===== config.mk =====
export PLATFORM = sky130hd
export DESIGN_NAME = vga_timing_gen_flat
export DESIGN_NICKNAME = d
export VERILOG_FILES = /design/src/rtl/vga_timing_gen_if.sv /design/src/rtl/vga_timing_gen.sv /design/src/flat_wrapper.sv
export SDC_FILE = /design/constraint.sdc
export NUM_CORES = 1
export LEC_CHECK = 0
export BUFFER_PORTS_ARGS = -buffer_cell sky130_fd_sc_hd__buf_4
export CAP_MARGIN = 20
export CORE_UTILIZATION = 35
export CTS_CLUSTER_DIAMETER = 150
export DETAILED_ROUTE_END_ITERATION = 10
export PLACE_DENSITY = 0.56
export SYNTH_ARGS = -nofsm -noshare
export SYNTH_HDL_FRONTEND = slang
export SYNTH_SLANG_ARGS = --single-unit

===== constraint.sdc =====
create_clock -name vga_clk -period 2.9 [get_ports vga_clk]
set_input_delay 0.435 -clock vga_clk [delete_from_list [all_inputs] [get_ports vga_clk]]
set_output_delay 0.435 -clock vga_clk [all_outputs]
set_load 0.02 [all_outputs]

===== src/rtl/vga_timing_gen_if.sv =====
// vga_timing_gen_if: raster outputs of the VGA timing generator, shared with the mapper stages.
interface vga_timing_gen_if;
   logic [9:0]  DrawX;
   logic [9:0]  DrawY;
   logic        blank;
   logic        hs;
   logic        vs;
   logic        line_start;
   logic        frame_start;
   logic [15:0] frame_count;

   modport master (
      output DrawX, DrawY, blank, hs, vs, line_start, frame_start, frame_count
   );

   modport slave (
      input  DrawX, DrawY, blank, hs, vs, line_start, frame_start, frame_count
   );
endinterface


===== src/rtl/vga_timing_gen.sv =====
// vga_timing_gen: pixel-rate raster counters with delayed blank/sync,
// line/frame strobes and a wrapping frame counter.
// H_TOTAL and V_TOTAL (parameter sums) must each be <= 1024 to fit the 10-bit counters.
module vga_timing_gen #(
   parameter int H_VISIBLE   = 640,
   parameter int H_FP        = 16,
   parameter int H_SYNC      = 96,
   parameter int H_BP        = 48,
   parameter int V_VISIBLE   = 480,
   parameter int V_FP        = 10,
   parameter int V_SYNC      = 2,
   parameter int V_BP        = 33,
   parameter int BLANK_DELAY = 1,
   parameter int SYNC_DELAY  = 2
) (
   input  logic             vga_clk,
   input  logic             reset_n,
   vga_timing_gen_if.master bus
);
   localparam int H_TOTAL = H_VISIBLE + H_FP + H_SYNC + H_BP;
   localparam int V_TOTAL = V_VISIBLE + V_FP + V_SYNC + V_BP;

   localparam logic [9:0] H_LAST = 10'(H_TOTAL - 1);
   localparam logic [9:0] V_LAST = 10'(V_TOTAL - 1);
   localparam logic [9:0] H_VIS  = 10'(H_VISIBLE);
   localparam logic [9:0] V_VIS  = 10'(V_VISIBLE);
   localparam logic [9:0] HS_BEG = 10'(H_VISIBLE + H_FP);
   localparam logic [9:0] HS_END = 10'(H_VISIBLE + H_FP + H_SYNC - 1);
   localparam logic [9:0] VS_BEG = 10'(V_VISIBLE + V_FP);
   localparam logic [9:0] VS_END = 10'(V_VISIBLE + V_FP + V_SYNC - 1);

   logic [9:0]  hc_q, hc_d;
   logic [9:0]  vc_q, vc_d;
   logic        hc_wrap, frame_wrap;
   logic        line_start_q, frame_start_q;
   logic [15:0] frame_count_q;
   logic        vis_raw, hs_raw, vs_raw;

   // Next raster position: hc free-runs, vc steps only when hc wraps
   always_comb begin
      hc_wrap    = (hc_q == H_LAST);
      frame_wrap = hc_wrap && (vc_q == V_LAST);
      hc_d       = hc_wrap ? 10'd0 : hc_q + 10'd1;
      vc_d       = vc_q;
      if (hc_wrap) begin
         vc_d = (vc_q == V_LAST) ? 10'd0 : vc_q + 10'd1;
      end
   end

   // Counters, strobes (from next-state so they align with the counter value) and frame count
   always_ff @(posedge vga_clk or negedge reset_n) begin
      if (!reset_n) begin
         hc_q          <= 10'd0;
         vc_q          <= 10'd0;
         line_start_q  <= 1'b0;
         frame_start_q <= 1'b0;
         frame_count_q <= 16'd0;
      end else begin
         hc_q          <= hc_d;
         vc_q          <= vc_d;
         line_start_q  <= (hc_d == 10'd0);
         frame_start_q <= (hc_d == 10'd0) && (vc_d == 10'd0);
         if (frame_wrap) begin
            frame_count_q <= frame_count_q + 16'd1;
         end
      end
   end

   // Undelayed decodes of the current raster position; syncs are active-low
   assign vis_raw = (hc_q < H_VIS) && (vc_q < V_VIS);
   assign hs_raw  = !((hc_q >= HS_BEG) && (hc_q <= HS_END));
   assign vs_raw  = !((vc_q >= VS_BEG) && (vc_q <= VS_END));

   generate
      if (BLANK_DELAY == 0) begin : g_blank_comb
         assign bus.blank = vis_raw;
      end else begin : g_blank_dly
         logic [BLANK_DELAY-1:0] blank_q;
         // Display-enable delay matching the mapper ROM latency
         always_ff @(posedge vga_clk or negedge reset_n) begin
            if (!reset_n) begin
               blank_q <= '0;
            end else begin
               blank_q[0] <= vis_raw;
               for (int i = 1; i < BLANK_DELAY; i++) begin
                  blank_q[i] <= blank_q[i-1];
               end
            end
         end
         assign bus.blank = blank_q[BLANK_DELAY-1];
      end

      if (SYNC_DELAY == 0) begin : g_sync_comb
         assign bus.hs = hs_raw;
         assign bus.vs = vs_raw;
      end else begin : g_sync_dly
         logic [SYNC_DELAY-1:0] hs_q;
         logic [SYNC_DELAY-1:0] vs_q;
         // Sync delay matching ROM plus RGB register latency; idle level is high
         always_ff @(posedge vga_clk or negedge reset_n) begin
            if (!reset_n) begin
               hs_q <= '1;
               vs_q <= '1;
            end else begin
               hs_q[0] <= hs_raw;
               vs_q[0] <= vs_raw;
               for (int i = 1; i < SYNC_DELAY; i++) begin
                  hs_q[i] <= hs_q[i-1];
                  vs_q[i] <= vs_q[i-1];
               end
            end
         end
         assign bus.hs = hs_q[SYNC_DELAY-1];
         assign bus.vs = vs_q[SYNC_DELAY-1];
      end
   endgenerate

   assign bus.DrawX       = hc_q;
   assign bus.DrawY       = vc_q;
   assign bus.line_start  = line_start_q;
   assign bus.frame_start = frame_start_q;
   assign bus.frame_count = frame_count_q;
endmodule


===== src/flat_wrapper.sv =====
// flat-port wrapper written by rule: the top's interface ports become plain ports
module vga_timing_gen_flat 
#(
   parameter int H_VISIBLE   = 640,
   parameter int H_FP        = 16,
   parameter int H_SYNC      = 96,
   parameter int H_BP        = 48,
   parameter int V_VISIBLE   = 480,
   parameter int V_FP        = 10,
   parameter int V_SYNC      = 2,
   parameter int V_BP        = 33,
   parameter int BLANK_DELAY = 1,
   parameter int SYNC_DELAY  = 2
)
  (vga_clk, reset_n, bus_DrawX, bus_DrawY, bus_blank, bus_hs, bus_vs, bus_line_start, bus_frame_start, bus_frame_count);
  vga_timing_gen_if bus_i ();
  input  logic vga_clk;
  input  logic reset_n;
  output wire logic [$bits(bus_i.DrawX)-1:0] bus_DrawX;
  output wire logic [$bits(bus_i.DrawY)-1:0] bus_DrawY;
  output wire logic [$bits(bus_i.blank)-1:0] bus_blank;
  output wire logic [$bits(bus_i.hs)-1:0] bus_hs;
  output wire logic [$bits(bus_i.vs)-1:0] bus_vs;
  output wire logic [$bits(bus_i.line_start)-1:0] bus_line_start;
  output wire logic [$bits(bus_i.frame_start)-1:0] bus_frame_start;
  output wire logic [$bits(bus_i.frame_count)-1:0] bus_frame_count;
  assign bus_DrawX = bus_i.DrawX;
  assign bus_DrawY = bus_i.DrawY;
  assign bus_blank = bus_i.blank;
  assign bus_hs = bus_i.hs;
  assign bus_vs = bus_i.vs;
  assign bus_line_start = bus_i.line_start;
  assign bus_frame_start = bus_i.frame_start;
  assign bus_frame_count = bus_i.frame_count;
  vga_timing_gen #(.H_VISIBLE(H_VISIBLE), .H_FP(H_FP), .H_SYNC(H_SYNC), .H_BP(H_BP), .V_VISIBLE(V_VISIBLE), .V_FP(V_FP), .V_SYNC(V_SYNC), .V_BP(V_BP), .BLANK_DELAY(BLANK_DELAY), .SYNC_DELAY(SYNC_DELAY)) u_core (.vga_clk(vga_clk), .reset_n(reset_n), .bus(bus_i));
endmodule

# ---- After elaboration in Yosys (flattened, before gate mapping)
# Index checks and enable logic that the tools add are counted.
# Widths: inputs -> output; s select.
dict set report op_classes {
  mux 3
  n_reduce_logical 9
  n_addsub 3
  n_eq_ne 2
  n_lt_le_gt_ge 6
}
# cell count
set ops {}
lappend ops {{$mux 10} 3}
lappend ops {{$add 10x1->10 const B} 2}
lappend ops {{$eq 10x10->1 const B} 2}
lappend ops {{$logic_not 10->1} 2}
lappend ops {{$add 16x1->16 const B} 1}
lappend ops {{$ge 10x10->1 const B} 1}
lappend ops {{$ge 10x9->1 const B} 1}
lappend ops {{$le 10x10->1 const B} 1}
lappend ops {{$le 10x9->1 const B} 1}
lappend ops {{$lt 10x10->1 const B} 1}
lappend ops {{$lt 10x9->1 const B} 1}
lappend ops {{$logic_and 1x1->1} 5}
lappend ops {{$logic_not 1->1} 2}
dict set report totals {
  register_bits 43
  word_cells 31
  input_bits 2
  out_inout_bits 41
}

# ---- Depth between registers and ports, before layout
# Gate-level depths: netlist of the first run.
dict set report depth {
  depth_word 5
  ltp_mapped 9
  mapped_depth_nobuf 8
}

# ---- Least setup slack after synthesis of the first run
# OpenSTA, ideal clock, no wires.
dict set report synth_path {
  kind {register -> register}
  start {reg u_core.hc_q[0], in the netlist u_core.bus.DrawX[0]}
  end {reg u_core.frame_count_q[11], in the netlist u_core.bus.frame_count[11]}
  path_stages_with_launch 9
  t_required_ns 2.820
  arrival_ns 2.102
  setup_ns 0.080
  path_slack_ns 0.719
  path_buffers 1
  period_less_slack_ns 2.181
  cell_sequence {dfrtp_1 ha_1 and3_1 and4_1 buf_6 and4_4 nand4_4 nor3_2 xor2_1}
}
dict set report synth_via {
  elab_chain_cells 2
}
# item line_no
set synth_lines {}
lappend synth_lines {{start, declared} vga_timing_gen.sv:32} ;# logic [9:0] hc_q, hc_d;
lappend synth_lines {{start signal, assigned} vga_timing_gen.sv:53} ;# hc_q <= 10'd0;
lappend synth_lines {{start signal, assigned} vga_timing_gen.sv:59} ;# hc_q <= hc_d;
lappend synth_lines {{$eq 10x10->1} vga_timing_gen.sv:41} ;# hc_wrap = (hc_q == H_LAST);
lappend synth_lines {{$logic_and 1x1->1} vga_timing_gen.sv:42} ;# frame_wrap = hc_wrap && (vc_q == V_LAST);
lappend synth_lines {{end signal, assigned} vga_timing_gen.sv:64} ;# frame_count_q <= frame_count_q + 16'd1;
lappend synth_lines {{end, declared} vga_timing_gen.sv:36} ;# logic [15:0] frame_count_q;
# Every way passes these cells.
# A chain may end at the register's enable or synchronous reset.

# ---- Worst setup path after layout of the first run
dict set report layout_path {
  start {reg u_core.hc_q[0], in the netlist u_core.bus.DrawX[0]}
  end {reg u_core.frame_start_q, in the netlist u_core.bus.frame_start}
}
dict set report layout_via {
  elab_chain_cells 4
  elab_cells_between_ends 7
  classes_between {1 x add/sub; 1 x eq/ne; 2 x mux; 3 x reduce/logical}
}
# item line_no
set layout_lines {}
lappend layout_lines {{$add 10x1->10 or $eq 10x10->1 (tied branches)} {vga_timing_gen.sv:43, vga_timing_gen.sv:41}}
lappend layout_lines {{$mux 10 (*)} vga_timing_gen.sv:43} ;# hc_d = hc_wrap ? 10'd0 : hc_q + 10'd1;
lappend layout_lines {{net u_core.hc_d[3]} vga_timing_gen.sv:32}
lappend layout_lines {{$logic_not 10->1 (*)} vga_timing_gen.sv:62} ;# frame_start_q <= (hc_d == 10'd0) && (vc_d == 10'd0);
lappend layout_lines {{$logic_and 1x1->1 (*)} vga_timing_gen.sv:62}
lappend layout_lines {{end signal, assigned} vga_timing_gen.sv:62}
lappend layout_lines {{end, declared} vga_timing_gen.sv:35} ;# logic line_start_q, frame_start_q;
# Mark *: on every way through the listed nets, which the timed path passes. The rest lies on a longest branch.

==> results of run 1 <==
-- power by group through the flow --
stage	logic [W]	registers, W	clock network, W
6_report	0.0000120	0.000599	0.000492
5_1_grt	0.0000149	0.000599	0.000531
4_1_cts	0.0000135	0.000599	0.000501
3_5_place_dp	0.0000134	0.000611	0
3_3_place_gp	0.0000132	0.000611	0
2_1_floorplan	0.000000000431	0.000611	0
-- Yosys cell counts (2+ instances only) --
cell type and count:
nor3_1 8, buf_2 5, o21ai_0 9, nand2_1 20, a31oi_1 4, nand4_1 9, xnor2_1 18, and2_1 2
a21oi_1 4, dfstp_2 4, inv_1 10, nand3_1 11, mux2_2 2, xor2_1 10, nor2_1 16, nor3_2 3
dfrtp_1 39, ha_1 7, or3_1 3, and3_1 5
-- per-stage QoR --
stage | instance area (sq um) | setup WS [ns] | hold WS [ns] | util [%] | total power, W
final | 2690 | 0.470 | 0.116 | 44.9 | 0.00110
after global routing | 2690 | 0.277 | 0.157 | 44.9 | 0.00115
after CTS | 2690 | 0.464 | 0.144 | 44.9 | 0.00111
after detailed placement | 2570 | 0.490 | 0.352 | 43.0 | 0.000624
after global placement | 2570 | 0.536 | 0.346 | 43.0 | 0.000624
after floorplan | 2200 | 0.719 | 0.139 | - | 0.000611
-- worst paths after layout --
| kind | endpoint | from | slack [ns] | cells after the start |
|---|---|---|---|---|
| min in group vga_clk | u_core.g_sync_dly.vs_q[1] | u_core.g_sync_dly.vs_q[0] | 0.36 | 0 |
| worst min-delay path | u_core.bus.DrawX[7] | reset_n | 0.12 | 1 |
| max in group asynchronous | u_core.g_sync_dly.vs_q[0] | reset_n | 2.41 | 1 |
| worst max register to register | u_core.bus.frame_start | u_core.bus.DrawX[0] | 0.47 | 7 |
| worst min register to register | u_core.g_sync_dly.vs_q[1] | u_core.g_sync_dly.vs_q[0] | 0.36 | 0 |
| worst max-delay path | u_core.bus.frame_start | u_core.bus.DrawX[0] | 0.47 | 7 |
-- cell usage in the layout (no fill, tap or decap), drive strengths merged, types with 2 or more instances in the layout --
cell    instances
nor3           11
and4            2
dfstp           4
a21oi           4
and2            2
dfrtp          39
or3             3
xor2           10
nand2          20
clkbuf          6
xnor2          18
buf            43
nand3          11
inv            10
a31oi           4
mux2            2
nor2           17
nand4          10
and3            5
ha              7
o21ai           9
-- routing by layer --
metal / part of all wire, % / wire, microns / global-route usage (%)
met2: 46 / 2080 / 23.4
met3: 4.1 / 185 / 3.37
met5: 0 / 0 / 0
met4: 1.7 / 76 / 6.61
met1: 48 / 2190 / 19.9
-- flip-flops by register name (all words and copies together), names as in the netlist --
name,count
u_core.bus.line_start,1
u_core.bus.DrawY,10
u_core.bus.DrawX,10
u_core.g_sync_dly.vs_q,2
u_core.bus.blank,1
u_core.bus.frame_start,1
u_core.bus.frame_count,16
u_core.g_sync_dly.hs_q,2
-- cell families (layout without fill, tap and decap cells) --
logic type,after synthesis,after routing,share of synthesized area (%)
adders and majority gates,7,7,3.98
muxes,3,3,1.48
xor gates and xnor gates,28,28,11.2
and+or+nand+nor,89,89,23.1
DFF,43,43,49.2
buffers and inverters,17,61,3.53
AOI/OAI and AO/OA,26,26,7.57
-- area by class of cell --
cell class,count,area [sq um]
fill,589,3300
sequential,43,1080
multi-input combinational,153,1040
timing repair buffer,43,323
tap,75,93.8
clock buffer,6,82.6
inverter,10,37.5
clock inverter,2,35.0
==> summary.txt, run 1 <==
Pwr
  – Int Power: 0.000879 W
  – PwrDens: 410 mW/mm^2
  – Leakage: ~1.3 nW
  – P_sw: between 0.0002 and 0.00025 W
  – Flop pwr share: 54.3%
  – Max rail drop VDD: 0.000172 V
  – Sw frac: 20.3%
  – Comb pwr share: 1.1%
  – Clock network fraction of design power: between 40% and 50%

Global route
  – Vias in the first global route: roughly 1600
  – Total congestion overflow: 0
  – Initial antenna violation count: 0
  – Largest net degree at the start of global routing: 44
  – Gr usage total: between 15 and 20%
  – Global-route wire length before repair: 7470 microns

Synthesis
  – FF+latch count, synth: between 40 and 50
  – Syn Nets: 222
  – Post-synth EDFFs: 0
  – Synth area leader: dfrtp_1
  – Syn_area_per_cell: 10.3 sq um
  – Area share of the largest cell type after synthesis: 44.4%
  – Area contributors post-synth: dfrtp_1 (44%), xnor2_1 (7.2%), dfstp_2 (4.8%), ha_1 (4.0%), xor2_1 (4.0%)
  – Main synth FF type: dfrtp_1
  – Mapped cell area: 0.00220 sq mm
  – Synth Warn #: 0
  – Fraction of registers with async set/reset: 100%
  – Netlist cell types: 44
  – Register area share after synthesis: between 40% and 50%
  – Post-Synthesis Cells: 213

Final layout
  – Area Overhead vs Synth: 22.5%
  – Share of cells above drive strength 1: 25.7%
  – # diodes: 0
  – Non-Filler Instances: between 300 and 400
  – Fin nets: 265

Clocking
  – CTS tree: built
  – Clock slew at reported path FFs: 0.08 ns
  – Htree depth: 2
  – Setup bufs post-CTS: 0
  – Total CTS buffers: 5
  – Clock Path Buffers: 2
  – Root Driver: clkbuf_8
  – # hold bufs at CTS: 0
  – Sink Count: 43
  – Worst-skew pair later-pin latency: 0.30 ns
  – Post_cts resized: 0

Routing
  – 1st-pass router iterations: 4
  – Routed vias/inst: 5.13
  – Routed WL: 4530 microns
  – DR WL/cell: approximately 14 microns
  – Antenna viol nets, final: 0
  – Initial DRC count: 67
  – DRC: 0
  – Vias: approximately 1700

Run
  – Max Cap Violations: 0

Placement
  – Placed wire-length estimate: approximately 3200 microns
  – Placed insts: ~320
  – IO Port Bufs: 42
  – Routability cong.: between 0.8 and 0.9

Critical path
  – Slowest stage delay, CP: 0.46 ns
  – Bufs and invs on worst path: 0
  – Worst setup EP type: register
  – WP data required: 3.14 ns
  – WP data arrival: 2.67 ns
  – Slowest cell on crit path: dfrtp_1
  – CP Class: reg2reg
  – Top cell family by delay on the critical path: simple AND/OR/NAND/NOR gates
  – Critical-path cell list: ha_1 -> and3_1 -> and4_1 -> nor2_2 -> or3_1 -> nor3_2 -> and4b_1
  – CP Launch Type: register
  – CP max FO: 9

Timing
  – Post-route clock period utilization: between 80% and 90%
  – Peak Freq: a little over 0.4 GHz
  – Setup violators final: 0
  – Final Hold Viols: 0
  – Final min period: 2.43 ns
  – Setup skew after layout: 0.00466 ns
  – RSZ-0062 raised after global routing: no
  – Worst slew pin tran: 0.540 ns
  – Slew headroom: 63.7%
  – TNS Setup: 0 ns
  – Slew Viols, Final: 0

Min path
  – Min-Delay Path Class: in2async

Floorplan
  – Die Wd: slightly above 80 microns
  – Starting Density: a little under two fifths
  – Die Y-Extent: 81.3 microns
  – Row count: 28
  – IO Pins: between 40 and 50
  – Core footprint: 0.00599 sq mm
  – Die ar.: 0.00660 sq mm

Status
  – Status: finished, final reports clean
Power figures use the tool's default switching activity.
==> run 2: changes to the inputs <==
- ABC_AREA: unset -> 1
- PLACE_DENSITY: 0.56 -> 0.58
- clock period: 2.9 -> 2 ns (I/O delays scaled with it)
==> run 2 against run 1 <==
The flow now finishes with violations (hold timing). Combinational power up 46%. Sequential power up 45%. Non-clock buffer count up 21. Synthesized cell count up 34%. Critical path type unchanged.
==> summary.txt, run 2 <==
Floorplan
  – Die Wd: 83.3 microns (+2.6%)
  – IO Pins: 43 (unchanged)
  – Row count: 29 (+3.6%)
  – Die Y-Extent: 83.3 microns (+2.6%)
  – Starting Density: 36.5% (-0.24 points)
  – Core footprint: 0.00635 sq mm (+6.0%)
  – Die ar.: 0.00694 sq mm (+5.2%)

Critical path
  – Critical Path Most Common Cell: buf_4
  – WP data arrival: 2.08 ns (-0.59 ns)
  – Top cell family by delay on the critical path: simple AND/OR/NAND/NOR gates
  – Slowest cell on crit path: dfrtp_1
  – CP Class: reg2reg
  – WP data required: 2.17 ns (-0.97 ns)
  – Bufs and invs on worst path: 3 (+3)
  – CP max FO: 4 (-5)
  – Worst setup EP type: register
  – Slowest stage delay, CP: 0.40 ns (-0.06 ns)
  – Critical-path cell list: inv_2 -> ha_2 -> nand2_1 -> nor2_4 -> nand4_4 -> nor3_4 -> buf_4 -> buf_4 -> nand3_2 -> xnor2_1
  – CP Launch Type: register

Placement
  – Area after DPL: 0.00284 sq mm (+10%)
  – Placed wire-length estimate: 4180 microns (+29%)
  – Routability cong.: 0.835 (-0.64%)
  – IO Port Bufs: 42 (unchanged)

Global route
  – Largest net degree at the start of global routing: 44 (unchanged)
  – Vias in the first global route: 1987 (+26%)
  – Initial antenna violation count: 0 (unchanged)
  – Total congestion overflow: 0 (unchanged)
  – Gr usage total: 17.0% (+2.0 points)
  – Global-route wire length before repair: 9520 microns (+27%)

Clocking
  – Htree depth: 2 (unchanged)
  – Total CTS buffers: 5 (unchanged)
  – # hold bufs at CTS: 0 (unchanged)
  – Worst-skew pair later-pin latency: 0.29 ns (about the same)
  – Sink Count: 43 (unchanged)
  – Clock Path Buffers: 2 (unchanged)
  – Clock slew at reported path FFs: 0.09 ns (about the same)
  – CTS tree: built
  – Root Driver: clkbuf_8

Timing
  – Setup skew after layout: 0.0111 ns (+0.00648 ns)
  – Final Hold Viols: 22 (+22)
  – TNS Setup: 0 ns (unchanged)
  – Slew headroom: 63.7% (about the same)
  – Fin Hold WS: -0.0172 ns (-0.133 ns)
  – Setup violators final: 0 (unchanged)
  – Post-route clock period utilization: 95.2% (+11 points)
  – Final min period: 1.90 ns (-0.527 ns)
  – Worst slew pin tran: 0.544 ns (+0.00416 ns)
  – Peak Freq: 0.525 GHz (+28%)
  – Slew Viols, Final: 0 (unchanged)

Final layout
  – Most frequent cells in the layout: nand2_1 (68), buf_4 (64), inv_1 (45), dfrtp_1 (39), nor2_1 (34)
  – Fillers: 624 (+5.9%)
  – Commonest non-fill, non-tap cell in the layout: nand2_1
  – Fin nets: 364 (+37%)
  – Max FFs per register: 16 (unchanged)
  – Final core utilization: 47.8% (+2.9 points)
  – Area Overhead vs Synth: 31.2%
  – Register area: 0.00108 sq mm (unchanged)
  – Multi-input gate area: 0.00109 sq mm (+5.3%)
  – # diodes: 0 (unchanged)
  – Share of cells above drive strength 1: 26.7% (+1.0 points)
  – Final instance area: 0.00304 sq mm (+13%)

Pwr
  – P_sw: 0.000327 W (+46%)
  – Int Power: 0.00124 W (+41%)
  – PwrDens: 517 mW/mm^2 (+26%)
  – Leakage: 1.64 nW (+31%)
  – Clock network fraction of design power: 43.5% (-1.1 points)
  – Max rail drop VDD: 0.000356 V (+110%)
  – Comb pwr share: 1.1% (about the same)
  – Sw frac: 20.9% (+0.54 points)
  – Flop pwr share: 55.4% (+1.1 points)

Routing
  – Vias: 2042 (+20%)
  – 1st-pass router iterations: 4 (unchanged)
  – Routed vias/inst: 4.72 (-8.1%)
  – DR WL/cell: 12.8 microns (-5.9%)
  – Routed WL: 5560 microns (+23%)
  – Antenna viol nets, final: 0 (unchanged)
  – Initial DRC count: 117 (+75%)
  – DRC: 0 (unchanged)

Synthesis
  – Main combinational cell family by area after synthesis: simple AND/OR/NAND/NOR gates
  – Netlist cell types: 26 (-41%)
  – Synth area leader: dfrtp_1
  – FF+latch count, synth: 43 (unchanged)
  – Register area share after synthesis: 46.7% (-2.5 points)
  – Syn_area_per_cell: 8.09 sq um (-22%)
  – Post-synthesis xor/xnor area fraction: 4.92% (-6.2 points)
  – Main synth FF type: dfrtp_1
  – Mapped cell area: 0.00231 sq mm (+5.3%)
  – Syn Nets: 295 (+33%)
  – Area share of the largest cell type after synthesis: 42.2% (-2.2 points)
  – Simple-Gate Fraction of Synth Area: 33.0% (+9.9 points)
  – Most instantiated cells after synthesis: nand2_1 (68), inv_1 (46), dfrtp_1 (39)
  – Compound-cell area share of the yosys netlist: 3.41% (-4.2 points)
  – Post-Synth Adder-Cell Area: 3.78% (-0.20 points)
  – Post-synth EDFFs: 0 (unchanged)
  – Fraction of registers with async set/reset: 100% (unchanged)
  – Synth Warn #: 0 (unchanged)
  – Post-Synthesis Cells: 286 (+34%)
  – Count leader, synth: nand2_1
  – Area contributors post-synth: dfrtp_1 (42%), nand2_1 (11%), inv_1 (7.5%), nor2_1 (6.2%), nand3_1 (6.1%)
  – Mux cell area share after synthesis: 0% (-1.5 points)

Min path
  – Min-Delay Path Class: in2async

Run
  – Max Cap Violations: 0 (unchanged)

Status
  – Failing checks: hold timing
  – Status: finished with violations
-- run 2: cell type report --
cell class / count / area share [%]
inverters: 46 / 5.68
well taps: 77 / 3.17
repair buffers: 64 / 15.8
multi-input cells: 195 / 36.0
flip-flops and latches: 43 / 35.6
clock buffers: 5 / 2.27
clock inverters: 3 / 1.44
-- run 2: cells by family after synthesis --
group / Yosys count
buffers and inverters: 48
adders and majority gates: 7
and+or+nand+nor: 161
DFF: 43
xor gates and xnor gates: 13
AOI/OAI and AO/OA: 14
-- run 2: worst paths after layout --
check / from / to / slack (ns) / cells after the start
worst max-delay path: u_core.bus.DrawY[0] / u_core.bus.frame_count[4] / 0.1 / 10
worst min-delay path: reset_n / u_core.bus.DrawY[3] / -0.02 / 1
worst max register to register: u_core.bus.DrawY[0] / u_core.bus.frame_count[4] / 0.1 / 10
worst min register to register: u_core.g_sync_dly.hs_q[0] / u_core.g_sync_dly.hs_q[1] / 0.36 / 0
min in group vga_clk: u_core.g_sync_dly.hs_q[0] / u_core.g_sync_dly.hs_q[1] / 0.36 / 0
max in group asynchronous: reset_n / u_core.bus.frame_count[10] / 1.63 / 1
-- run 2: metal layers --
layer	GRT usage [%]	wire, microns	vias up	part of all wire (%)
li1	-	-	1041	-
met1	22.9	2660	958	48
met4	5.80	97	0	1.7
met5	0	0	-	0
met2	27.0	2650	35	48
met3	3.68	160	8	2.9
-- run 2: timing repair --
action                                  4_1_cts  5_1_grt
setup buffers                                 0        5
gates resized for setup                       0       13
endpoints found under the setup margin        0        7
hold endpoints to repair                      0        0
-- run 2: per-stage QoR --
step / total power, W / std cells / setup slack (ns) / hold WS (ns)
2_1_floorplan: 0.000886 / 286 / 0.0899 / 0.00441
3_3_place_gp: 0.000905 / 420 / 0.132 / 0.331
3_5_place_dp: 0.000906 / 420 / 0.0539 / 0.334
4_1_cts: 0.00160 / 428 / 0.0360 / 0.00530
5_1_grt: 0.00163 / 433 / -0.00264 / 0.0341
6_report: 0.00157 / 433 / 0.0962 / -0.0172
-- run 2: power groups by stage --
stage               Sequential, W  Combinational, W  Clock, W
floorplan                0.000886    0.000000000697         0
global placement         0.000886         0.0000193         0
detailed placement       0.000886         0.0000196         0
CTS                      0.000869         0.0000195  0.000708
global route             0.000869         0.0000221  0.000742
finish                   0.000869         0.0000175  0.000683
